===== config.mk =====
export PLATFORM = sky130hd
export DESIGN_NAME = vector_pe_sequencer
export DESIGN_NICKNAME = d
export VERILOG_FILES = /design/src/rtl/vector_pe_sequencer.sv
export SDC_FILE = /design/constraint.sdc
export NUM_CORES = 1
export LEC_CHECK = 0
export BUFFER_PORTS_ARGS = -buffer_cell sky130_fd_sc_hd__buf_2
export CAP_MARGIN = 5
export CORE_UTILIZATION = 40
export CTS_CLUSTER_DIAMETER = 200
export DETAILED_ROUTE_END_ITERATION = 10
export GPL_ROUTABILITY_DRIVEN = 1
export PLACE_DENSITY = 0.82
export SLEW_MARGIN = 20
export SYNTH_ARGS = -nofsm -noshare
export SYNTH_HDL_FRONTEND = slang
export SYNTH_SLANG_ARGS = --single-unit
export TNS_END_PERCENT = 1

===== constraint.sdc =====
create_clock -name clk -period 4.5 [get_ports clk]
set_clock_uncertainty 0.15 [all_clocks]
set_input_delay 0.675 -clock clk [delete_from_list [all_inputs] [get_ports clk]]
set_output_delay 0.675 -clock clk [all_outputs]
set_load 0.02 [all_outputs]

===== src/rtl/vector_pe_sequencer.sv =====
// Walks the words of a vector operation: reads vs1/vs2/vd words from the VRF, hands each
// word to a processing element via a start/done handshake, and writes the result back to vd.
module vector_pe_sequencer #(
    parameter int WORDS_PER_REG = 8,
    parameter int REG_W         = 5,
    parameter int RF_AW         = 8,
    parameter int VL_W          = 8
) (
    input  logic             clk,
    input  logic             reset,
    input  logic             cmd_valid,
    output logic             cmd_ready,
    input  logic [7:0]       cmd_instr,
    input  logic [9:0]       cmd_sew,
    input  logic [3:0]       cmd_vap,
    input  logic [VL_W-1:0]  cmd_vl,
    input  logic [REG_W-1:0] cmd_vs1,
    input  logic [REG_W-1:0] cmd_vs2,
    input  logic [REG_W-1:0] cmd_vd,
    output logic             rf_rd_en,
    output logic [RF_AW-1:0] rf_rd_addr_a,
    output logic [RF_AW-1:0] rf_rd_addr_b,
    output logic [RF_AW-1:0] rf_rd_addr_c,
    input  logic [31:0]      rf_rd_data_a,
    input  logic [31:0]      rf_rd_data_b,
    input  logic [31:0]      rf_rd_data_c,
    output logic             rf_wr_en,
    output logic [RF_AW-1:0] rf_wr_addr,
    output logic [31:0]      rf_wr_data,
    output logic [7:0]       pe_instr,
    output logic [9:0]       pe_sew,
    output logic [3:0]       pe_vap,
    output logic             pe_start,
    output logic [31:0]      pe_opA,
    output logic [31:0]      pe_opB,
    output logic [31:0]      pe_opC,
    input  logic             pe_done,
    input  logic [31:0]      pe_out,
    output logic             busy,
    output logic             resp_valid,
    output logic             resp_err
);

    localparam int IDX_W = (WORDS_PER_REG > 1) ? $clog2(WORDS_PER_REG) : 1;

    typedef enum logic [2:0] {
        S_IDLE,
        S_RD,
        S_CAP,
        S_EXEC,
        S_WB,
        S_FIN
    } state_t;

    state_t             state_q, state_d;
    logic [7:0]         instr_q, instr_d;
    logic [9:0]         sew_q, sew_d;
    logic [3:0]         vap_q, vap_d;
    logic [REG_W-1:0]   vs1_q, vs1_d;
    logic [REG_W-1:0]   vs2_q, vs2_d;
    logic [REG_W-1:0]   vd_q, vd_d;
    logic [IDX_W-1:0]   idx_q, idx_d;
    logic [IDX_W-1:0]   last_q, last_d;
    logic               err_q, err_d;
    logic [31:0]        opa_q, opa_d;
    logic [31:0]        opb_q, opb_d;
    logic [31:0]        opc_q, opc_d;
    logic [31:0]        res_q, res_d;

    function automatic logic [RF_AW-1:0] word_addr(input logic [REG_W-1:0] r,
                                                   input logic [IDX_W-1:0] i);
        return RF_AW'(r) * RF_AW'(WORDS_PER_REG) + RF_AW'(i);
    endfunction

    // Command decode: elements per word is a power of two, so ceil(vl/epw) is a rounded shift.
    logic           is_varp, sew_ok, vap_ok, too_long, cmd_err;
    logic [1:0]     epw_sh;
    logic [VL_W:0]  epw_round, nwords;

    always_comb begin
        is_varp = (cmd_instr == 8'd3) || (cmd_instr == 8'd4) || (cmd_instr == 8'd5);
        sew_ok  = (cmd_sew == 10'd8) || (cmd_sew == 10'd16) || (cmd_sew == 10'd32);
        vap_ok  = (cmd_vap == 4'd1) || (cmd_vap == 4'd2) || (cmd_vap == 4'd4) || (cmd_vap == 4'd8);
        if (is_varp || cmd_sew == 10'd8) begin
            epw_sh    = 2'd2;
            epw_round = (VL_W+1)'(3);
        end else if (cmd_sew == 10'd16) begin
            epw_sh    = 2'd1;
            epw_round = (VL_W+1)'(1);
        end else begin
            epw_sh    = 2'd0;
            epw_round = '0;
        end
        nwords   = ({1'b0, cmd_vl} + epw_round) >> epw_sh;
        too_long = nwords > (VL_W+1)'(WORDS_PER_REG);
        cmd_err  = (cmd_instr > 8'd7) || (is_varp ? !vap_ok : !sew_ok) || too_long;
    end

    always_comb begin
        state_d      = state_q;
        instr_d      = instr_q;
        sew_d        = sew_q;
        vap_d        = vap_q;
        vs1_d        = vs1_q;
        vs2_d        = vs2_q;
        vd_d         = vd_q;
        idx_d        = idx_q;
        last_d       = last_q;
        err_d        = err_q;
        opa_d        = opa_q;
        opb_d        = opb_q;
        opc_d        = opc_q;
        res_d        = res_q;
        cmd_ready    = 1'b0;
        rf_rd_en     = 1'b0;
        rf_rd_addr_a = '0;
        rf_rd_addr_b = '0;
        rf_rd_addr_c = '0;
        rf_wr_en     = 1'b0;
        rf_wr_addr   = '0;
        rf_wr_data   = '0;
        pe_start     = 1'b0;
        resp_valid   = 1'b0;
        resp_err     = 1'b0;

        unique case (state_q)
            S_IDLE: begin
                cmd_ready = 1'b1;
                if (cmd_valid) begin
                    instr_d = cmd_instr;
                    sew_d   = cmd_sew;
                    vap_d   = cmd_vap;
                    vs1_d   = cmd_vs1;
                    vs2_d   = cmd_vs2;
                    vd_d    = cmd_vd;
                    idx_d   = '0;
                    last_d  = IDX_W'(nwords - 1'b1);
                    err_d   = cmd_err;
                    // Errors and empty vectors answer immediately without touching VRF or PE.
                    if (cmd_err || cmd_vl == '0) begin
                        state_d = S_FIN;
                    end else begin
                        state_d = S_RD;
                    end
                end
            end
            S_RD: begin
                rf_rd_en     = 1'b1;
                rf_rd_addr_a = word_addr(vs1_q, idx_q);
                rf_rd_addr_b = word_addr(vs2_q, idx_q);
                rf_rd_addr_c = word_addr(vd_q, idx_q);
                state_d      = S_CAP;
            end
            S_CAP: begin
                opa_d   = rf_rd_data_a;
                opb_d   = rf_rd_data_b;
                opc_d   = rf_rd_data_c;
                state_d = S_EXEC;
            end
            S_EXEC: begin
                pe_start = 1'b1;
                if (pe_done) begin
                    res_d   = pe_out;
                    state_d = S_WB;
                end
            end
            S_WB: begin
                // pe_start is low here, which also releases the PE before the next word.
                rf_wr_en   = 1'b1;
                rf_wr_addr = word_addr(vd_q, idx_q);
                rf_wr_data = res_q;
                if (idx_q == last_q) begin
                    state_d = S_FIN;
                end else begin
                    idx_d   = idx_q + 1'b1;
                    state_d = S_RD;
                end
            end
            S_FIN: begin
                resp_valid = 1'b1;
                resp_err   = err_q;
                state_d    = S_IDLE;
            end
            default: state_d = S_IDLE;
        endcase
    end

    always_ff @(posedge clk) begin
        if (!reset) begin
            state_q <= S_IDLE;
            instr_q <= '0;
            sew_q   <= '0;
            vap_q   <= '0;
            vs1_q   <= '0;
            vs2_q   <= '0;
            vd_q    <= '0;
            idx_q   <= '0;
            last_q  <= '0;
            err_q   <= 1'b0;
            opa_q   <= '0;
            opb_q   <= '0;
            opc_q   <= '0;
            res_q   <= '0;
        end else begin
            state_q <= state_d;
            instr_q <= instr_d;
            sew_q   <= sew_d;
            vap_q   <= vap_d;
            vs1_q   <= vs1_d;
            vs2_q   <= vs2_d;
            vd_q    <= vd_d;
            idx_q   <= idx_d;
            last_q  <= last_d;
            err_q   <= err_d;
            opa_q   <= opa_d;
            opb_q   <= opb_d;
            opc_q   <= opc_d;
            res_q   <= res_d;
        end
    end

    assign pe_instr = instr_q;
    assign pe_sew   = sew_q;
    assign pe_vap   = vap_q;
    assign pe_opA   = opa_q;
    assign pe_opB   = opb_q;
    assign pe_opC   = opc_q;
    assign busy     = (state_q != S_IDLE);

endmodule


==> results of run 1 <==
worst max path at each step:
stage	start	endpoint	slack (ps)
2_1_floorplan	cmd_instr[6]	state_q[2]	40
3_5_place_dp	cmd_sew[2]	err_q	-190
3_3_place_gp	cmd_sew[2]	err_q	-40
6_report	cmd_sew[2]	err_q	160
4_1_cts	cmd_sew[2]	err_q	220
5_1_grt	cmd_sew[2]	err_q	10
cell type report:
type / count / area [sq um] / share of cell area
inverters: 7 / 26.3 / 0.00250
flip-flops and latches: 175 / 3500 / 0.333
well taps: 260 / 325 / 0.0309
diodes: 2 / 5.00 / 0.000476
clock buffers: 17 / 425 / 0.0404
clock inverters: 14 / 226 / 0.0215
multi-input cells: 704 / 3950 / 0.376
repair buffers: 393 / 2050 / 0.195
per-stage QoR:
| stage | setup WS (ps) | utilization | hold slack [ps] |
|---|---|---|---|
| floorplan | 41.6 | - | 289 |
| global placement | -43.7 | 0.522 | 296 |
| detailed placement | -189 | 0.522 | 303 |
| CTS | 221 | 0.556 | 312 |
| global route | 12.3 | 0.557 | 325 |
| finish | 163 | 0.557 | 306 |
worst max-delay path: stages:
cell      delay, ps
buf_2           120
or4_4           550
nor3_1          320
nor2_2           90
nand2_1         100
ha_1            200
ha_1            200
nor3_1           60
a221oi_1        310
o211a_1         230
o211ai_1        100
o21ai_0         120
ha_1            230
inv_1            60
or4_1           500
mux2_2          280
a41oi_2         200
a21oi_1          90
kinds of logic (layout without fill, tap and decap cells):
| kind of cell | count (synthesis) | count (layout) | synth area share |
|---|---|---|---|
| adder cells (fa/ha/maj) | 5 | 5 | 0.00805 |
| other | 0 | 2 | 0 |
| multiplexers | 4 | 4 | 0.00547 |
| flip-flops | 175 | 175 | 0.451 |
| AO/OA/AOI/OAI | 212 | 212 | 0.212 |
| XOR/XNOR | 10 | 10 | 0.0122 |
| AND/OR/NAND/NOR | 473 | 473 | 0.267 |
| buffers and inverters | 83 | 431 | 0.0442 |
metal layers:
layer	track usage	up-vias	part of all wire
met3	0.0699	27	0.076
li1	-	3857	-
met1	0.267	3525	0.43
met4	0.0770	0	0.021
met5	0	-	0
met2	0.381	285	0.47
power by group through the flow:
stage | logic [mW] | clock network, mW | registers, mW
after floorplan | 0.530 | 0 | 1.96
after global placement | 1.06 | 0 | 1.82
final | 1.07 | 1.64 | 1.80
after CTS | 1.07 | 1.68 | 1.80
after detailed placement | 1.07 | 0 | 1.83
after global routing | 1.17 | 1.74 | 1.82
cell usage in the layout (no fill, tap or decap), types with 8 or more instances in the layout:
master     instances
nand2_1          350
o21ai_0            9
clkbuf_16         17
nand3_1            8
dfxtp_1          175
buf_4             28
a21boi_0         167
buf_2            364
and3_1            47
and2_1            19
nor2_1             9
registers in the layout (all words and copies together), names as in the netlist, 4 cells and up:
register  flops
pe_opA       32
pe_opB       32
pe_opC       32
res_q        32
pe_sew       10
pe_instr      8
vd_q          5
vs1_q         5
vs2_q         5
pe_vap        4
==> flow_summary_export.csv, run 1 <==
group,metric,value,unit
grt,grt_pass1_wl,35.7,mm
drt,num_vias,7694,
layout,stdcell_count,1572,
pwr,switching_share,0.323,
placed_design,place_inst,1539,
clock_tree,cts_root_buffer,"clkbuf_16",
floorplanning,start_util,0.412,
layout,final.fill_count,1768,
floorplanning,fp-row-count,50,
drt,wl_per_cell,14.8,microns
clock_tree,cts_tree,"built",
clock_tree,cts_setup_buffers,0,
sta,rsz0062_at_grt,"false",
grt,grt_max_degree,97,
grt,first_global_vias,7096,
sta,min_period_over_period,0.964,
floorplanning,core,18900,sq um
yosys,synth_top_cell_by_area,"dfxtp_1",
drt,dr.pass1.iters,5,
yosys,synth_nets,1144,
sta,fin_crit,4340,ps
yosys,ys_seq_elements,175,
placed_design,dpl_cell_area,9860,sq um
worst_setup_path,worstSetupPathType,"input port to flip-flop",
yosys,syn_area,7780,sq um
worst_setup_path,crit_fanout,3,
placed_design,io_buffers,365,
pwr,power_density,428,nW/um^2
sta,finalHoldViolCount,0,
outcome,outcome,"complete, no violations",
pwr,power_frac_comb,0.237,
grt,grt_util_all_layers,0.224,
pwr,p_sw,1.46,mW
pwr,intPower,3.05,mW
yosys,synthTopCellsByCount,"nand2_1 (351), dfxtp_1 (175), a21boi_0 (167)",
worst_setup_path,cp_data_required_time,4610,ps
sta,worst_pin_slew,1050,ps
floorplanning,die_area,20000,sq um
yosys,synthArstFlopShare,0,
pwr,ir_drop,0.287,mV
drt,viasPerCell,4.89,
grt,grt_remaining_overflow,0,
worst_hold_path,worstHoldStart,"pe_opA[24]",
worst_hold_path,min_path_cells,2,
yosys,synth_ff_type,"dfxtp_1",
pwr,power,4.50,mW
worst_hold_path,min_to,"pe_opA[24]",
yosys,syn_area_per_cell,8.08,sq um
yosys,syn_inst,962,
yosys,yosysWarnings,0,
layout,drive_gt1_frac,0.345,
sta,fmax,231,MHz
yosys,yosysMostFrequentCell,"nand2_1",
pwr,p_leak,4.91,nW
layout,final_nets,1480,
yosys,synth_top_area_frac,0.451,
worst_setup_path,crit_arrival,4450,ps
drt,ant_nets,0,
clock_tree,cts_hold_buf,0,
worst_setup_path,timing.rr.start,"state_q[2]",
yosys,synth.area.top_cells,"dfxtp_1 (45%), nand2_1 (17%), a21boi_0 (16%)",
clock_tree,h-tree-depth,4,
grt,antenna_found_initial,2,
layout,design_area,10500,sq um
worst_setup_path,start_kind,"input port",
layout,syn2layout_area_growth,35.3,%
placed_design,dp_hpwl,16.5,mm
sta,relSlewSlack,0.297,
worst_setup_path,regToRegEndpoint,"last_q[2]",
floorplanning,die_h,141,microns
clock_tree,clkSinkCount,175,
sta,drv_slew,0,
yosys,yosysSeqAreaShare,0.451,
yosys,synthDistinctLibCells,59,
clock_tree,cts_buffers,17,
placed_design,place_congestion,0.890,
worst_hold_path,min_path_type,"flip-flop to flip-flop",
clock_tree,cts_resized,0,
clock_tree,cts_buffer_depth,2,
job,maxCapViolations,0,
pwr,power_frac_clock,0.365,
drt,drt_wl_total,23.3,mm
clock_tree,clk_pin_slew,60,ps
worst_setup_path,ff2ff_path_depth,6,
drt,drc_errors,0,
yosys,synth_edf_count,0,
clock_tree,clock_latency,420,ps
pwr,p_seq_frac,0.399,
floorplanning,fp.dieW,141,microns
drt,drt_iter0_drc,370,
worst_setup_path,cp-end-kind,"flip-flop",
sta,finalSetupViolations,0,
worst_setup_path,r2r_slack,2050,ps
sta,fin_setup_tns,0,ps
floorplanning,io_pins,366,
(Power assumes the default switching activity.)
==> run 2: changes to the inputs <==
--- a/config.mk
+++ b/config.mk
@@ -7,5 +7,5 @@
 export LEC_CHECK = 0
 export BUFFER_PORTS_ARGS = -buffer_cell sky130_fd_sc_hd__buf_2
-export CAP_MARGIN = 5
+export CAP_MARGIN = 20
 export CORE_UTILIZATION = 40
 export CTS_CLUSTER_DIAMETER = 200
==> constraint.sdc (replaced) <==
create_clock -name clk -period 4.5 [get_ports clk]
set_clock_uncertainty 0.15 [all_clocks]
set_input_delay 0.225 -clock clk [delete_from_list [all_inputs] [get_ports clk]]
set_output_delay 0.225 -clock clk [all_outputs]
set_load 0.02 [all_outputs]
==> flow_summary_export.csv, run 2 (synthesized netlist as in run 1, its figures left out) <==
group,metric,value,unit
worst_setup_path,cp-end-kind,"flip-flop",
clock_tree,clk_pin_slew,60,ps
sta,finalHoldViolCount,0,
sta,fin_ws,163,ps
layout,final_nets,1629,
drt,top_layer,"met4",
clock_tree,h-tree-depth,4,
grt,grt_remaining_overflow,0,
sta,rsz0062_at_grt,"false",
sta,min_period_over_period,0.964,
drt,drc_errors,0,
drt,wl_per_cell,15.6,microns
sta,fin_setup_tns,0,ps
pwr,p_seq_frac,0.409,
drt,met3_length,1.95,mm
drt,num_vias,8656,
layout,final_cell_mix,"buf_2 (364), nand2_1 (350), dfxtp_1 (175), a21boi_0 (167), dlygate4sd3_1 (164)",
clock_tree,cts_buffer_depth,2,
sta,drv_slew,0,
sta,finalSetupViolations,0,
worst_setup_path,cp_data_required_time,4620,ps
floorplanning,start_util,0.412,
drt,viasPerCell,5.03,
pwr,p_leak,5.46,nW
sta,worst_pin_slew,1050,ps
placed_design,place_ws,67.6,ps
pwr,power_frac_comb,0.272,
drt,drt_iter0_drc,415,
grt,grt_util_all_layers,0.261,
drt,met1Wirelength,10.5,mm
job,maxCapViolations,0,
pwr,power_frac_clock,0.320,
layout,drive_gt1_frac,0.301,
pwr,ir_drop,0.273,mV
clock_tree,clock_latency,430,ps
layout,syn2layout_area_growth,53.8,%
pwr,switching_share,0.349,
placed_design,place_inst,1522,
worst_hold_path,min_path_type,"input port to flip-flop",
floorplanning,die_h,141,microns
worst_setup_path,crit_arrival,4450,ps
sta,fin_crit,4340,ps
worst_setup_path,start_kind,"input port",
clock_tree,cts_buffers,17,
floorplanning,fp-row-count,50,
layout,stdcell_count,1721,
pwr,power_density,368,nW/um^2
sta,fin_hold_ws,11.6,ps
placed_design,dp_hpwl,16.6,mm
floorplanning,die_area,20000,sq um
pwr,power,4.40,mW
worst_setup_path,crit_fanout,5,
layout,design_area,12000,sq um
outcome,outcome,"complete, no violations",
placed_design,dpl_cell_area,9720,sq um
drt,drt_wl_total,26.9,mm
floorplanning,io_pins,366,
grt,grt_pass1_wl,41.3,mm
clock_tree,cts_root_buffer,"clkbuf_16",
floorplanning,fp.dieW,141,microns
worst_setup_path,worstSetupPathType,"input port to flip-flop",
grt,antenna_found_initial,1,
pwr,intPower,2.87,mW
sta,relSlewSlack,0.298,
clock_tree,clkSinkCount,175,
drt,wl_met2,13.4,mm
clock_tree,cts_tree,"built",
layout,postLayoutCoreUtil,0.633,
placed_design,io_buffers,365,
grt,first_global_vias,8480,
pwr,p_sw,1.54,mW
placed_design,place_congestion,0.933,
drt,dr.pass1.iters,5,
sta,fmax,231,MHz
grt,grt_max_degree,97,
layout,final_common_cell,"buf_2",
floorplanning,core,18900,sq um
drt,ant_nets,0,
==> run 2: cell type report <==
class	count	area [sq um]
Clock buffer	18	429
Multi-Input combinational cell	704	3980
Fill cell	1476	6930
Inverter	7	26.3
Timing Repair Buffer	542	3580
Clock inverter	13	119
Antenna cell	2	5.00
Tap cell	260	325
Sequential cell	175	3500
==> run 2: timing repair <==
item | 4_1_cts | 5_1_grt
buffers inserted | 0 | 2
endpoints found under the hold margin | 164 | 0
resized for setup | 0 | 7
hold buffers | 164 | 0
setup endpoints to repair | 0 | 2
==> run 2: power groups by stage <==
| stage | combinational, mW | clock, mW | sequential (mW) |
|---|---|---|---|
| CTS | 1.18 | 1.43 | 1.79 |
| detailed placement | 1.06 | 0 | 1.83 |
| global route | 1.30 | 1.51 | 1.82 |
| finish | 1.20 | 1.41 | 1.80 |
| floorplan | 0.530 | 0 | 1.96 |
| global placement | 1.05 | 0 | 1.82 |
==> run 2: path summary, 6_finish.rpt <==
path | end | slack (ps) | start | cells past startpoint
setup / recovery | err_q | 160 | cmd_instr[4] | 19
hold / removal | pe_instr[6] | 10 | cmd_instr[6] | 3
setup reg to reg | pe_sew[9] | 2000 | state_q[2] | 5
hold reg to reg | pe_opB[27] | 310 | pe_opB[27] | 2
==> run 2: critical path: stages <==
cell           delay [ps]
dlygate4sd3_1         530
buf_2                 140
or4_4                 530
a211oi_4              240
nor2_1                 90
buf_4                 170
xnor2_1               150
ha_2                  250
nor3_1                 70
a221oi_2              230
o211a_1               210
o211ai_1              110
o21ai_1               130
ha_2                  240
inv_1                  60
or4_1                 500
mux2_2                280
a41oi_2               210
a21oi_1                90
==> run 2: metal layers <==
layer	vias to the layer above	track usage
li1	4159	-
met1	4034	0.283
met2	374	0.469
met3	89	0.0651
met4	0	0.142
met5	-	0
==> run 3: changes to the inputs <==
Settings changed: BUFFER_PORTS_ARGS -buffer_cell sky130_fd_sc_hd__buf_2 to -buffer_cell sky130_fd_sc_hd__clkbuf_2.
==> flow_summary_export.csv, run 3 (synthesized netlist as in run 1, its figures left out) <==
group,metric,value,unit
worst_setup_path,start_kind,"input port",
pwr,power_density,373,nW/um^2
grt,first_global_vias,8481,
worst_setup_path,crit_fanout,5,
clock_tree,cts_buffer_depth,2,
worst_setup_path,worstSetupPathType,"input port to flip-flop",
layout,postLayoutCoreUtil,0.636,
grt,grt_remaining_overflow,0,
pwr,power_frac_comb,0.269,
worst_setup_path,cp-end-kind,"flip-flop",
sta,min_period_over_period,0.982,
floorplanning,die_h,141,microns
pwr,p_seq_frac,0.403,
drt,drc_errors,0,
worst_setup_path,crit_arrival,4540,ps
clock_tree,clk_pin_slew,70,ps
drt,ant_nets,0,
sta,drv_slew,0,
floorplanning,core,18900,sq um
sta,fmax,226,MHz
layout,stdcell_count,1726,
sta,finalSetupViolations,0,
clock_tree,clock_latency,420,ps
grt,grt_max_degree,97,
layout,final_nets,1631,
pwr,p_leak,5.37,nW
pwr,p_sw,1.59,mW
grt,use_met2,0.465,
worst_setup_path,cp_data_required_time,4620,ps
grt,grt_util_met1,0.294,
placed_design,dp_hpwl,16.5,mm
placed_design,place_inst,1523,
sta,fin_ws,79.6,ps
placed_design,place_congestion,0.950,
clock_tree,cts_tree,"built",
layout,design_area,12000,sq um
sta,worst_pin_slew,1040,ps
drt,drt_wl_total,28.0,mm
floorplanning,die_area,20000,sq um
placed_design,io_buffers,365,
layout,drive_gt1_frac,0.302,
clock_tree,clkSinkCount,175,
pwr,ir_drop,0.250,mV
drt,wl_per_cell,16.2,microns
layout,final_cell_mix,"clkbuf_2 (364), nand2_1 (350), dfxtp_1 (175), a21boi_0 (167), dlygate4sd3_1 (166)",
clock_tree,cts_buffers,17,
grt,top_usage_layer,"met2",
grt,antenna_found_initial,2,
floorplanning,fp-row-count,50,
pwr,power_frac_clock,0.328,
drt,num_vias,8736,
drt,dr.pass1.iters,5,
sta,relSlewSlack,0.305,
grt,use_met3,0.0864,
clock_tree,h-tree-depth,4,
placed_design,dpl_cell_area,9730,sq um
grt,grt_util_all_layers,0.271,
layout,syn2layout_area_growth,54.5,%
pwr,intPower,2.89,mW
drt,drt_iter0_drc,443,
floorplanning,start_util,0.412,
placed_design,place_ws,75.9,ps
layout,final_common_cell,"clkbuf_2",
job,maxCapViolations,0,
worst_hold_path,min_path_type,"input port to flip-flop",
clock_tree,cts_root_buffer,"clkbuf_16",
floorplanning,io_pins,366,
grt,grt_pass1_wl,42.8,mm
sta,fin_crit,4420,ps
drt,viasPerCell,5.06,
floorplanning,fp.dieW,141,microns
outcome,outcome,"complete, no violations",
sta,finalHoldViolCount,0,
pwr,switching_share,0.355,
run 3: changes by cell type in the layout (fill, tap and decap cells not counted), moves of 2 or more:
cell | before | now
buf_2 | 364 | 0
clkinv_4 | 0 | 3
clkinv_8 | 0 | 2
clkinvlp_4 | 4 | 0
diode_2 | 2 | 4
clkbuf_2 | 0 | 364
dlygate4sd3_1 | 164 | 166
run 3: timing repair:
item,4_1_cts,5_1_grt
setup buffers,0,1
setup endpoints to repair,0,2
resized for setup,0,6
hold buffers,166,0
hold endpoints to repair,166,0
run 3: routing by layer:
| layer | up-vias | share of wire | wire length, microns |
|---|---|---|---|
| met4 | 0 | 0.052 | 1470 |
| met5 | - | 0 | 0 |
| met3 | 105 | 0.083 | 2330 |
| met2 | 437 | 0.48 | 13500 |
| li1 | 4168 | - | - |
| met1 | 4026 | 0.38 | 10700 |
run 3: layout make-up:
class,instances,area (sq um)
clock inverter,14,141
antenna,4,10.0
fill,1526,6880
sequential,175,3500
multi-input combinational,704,3980
inverter,7,26.3
timing repair buffer,544,3590
clock buffer,18,439
tap,260,325
run 3: through the flow:
stage          hold slack [ps]  setup TNS (ps)  total power, mW
2_1_floorplan              220               0             2.49
3_3_place_gp               295               0             2.88
3_5_place_dp               304               0             2.90
4_1_cts                   22.3               0             4.48
5_1_grt                   54.6            -175             4.69
6_report                  49.7               0             4.48
run 3: critical path: stages:
cell	delay, ps
dlygate4sd3_1	530
clkbuf_2	130
or4_4	590
a211oi_4	230
nor2_1	80
buf_4	160
xnor2_1	150
ha_2	250
nor3_1	70
a221oi_2	230
o211a_1	240
o211ai_1	120
o21ai_0	150
ha_2	260
inv_1	50
or4_1	490
mux2_2	280
a41oi_2	190
a21oi_1	90
run 3: power groups by stage:
| stage | Clock (mW) | Sequential (mW) | Combinational (mW) |
|---|---|---|---|
| 2_1_floorplan | 0 | 1.96 | 0.530 |
| 3_3_place_gp | 0 | 1.83 | 1.05 |
| 3_5_place_dp | 0 | 1.83 | 1.06 |
| 4_1_cts | 1.50 | 1.80 | 1.18 |
| 5_1_grt | 1.56 | 1.82 | 1.31 |
| 6_report | 1.47 | 1.81 | 1.20 |
run 3: path summary, 6_finish.rpt:
path | startpoint | to | slack, ps | depth (start not counted)
min | cmd_vl[6] | state_q[2] | 50 | 4
min reg2reg | vs2_q[1] | vs2_q[1] | 310 | 2
max reg2reg | state_q[2] | pe_instr[2] | 2030 | 5
max | cmd_instr[6] | err_q | 80 | 19
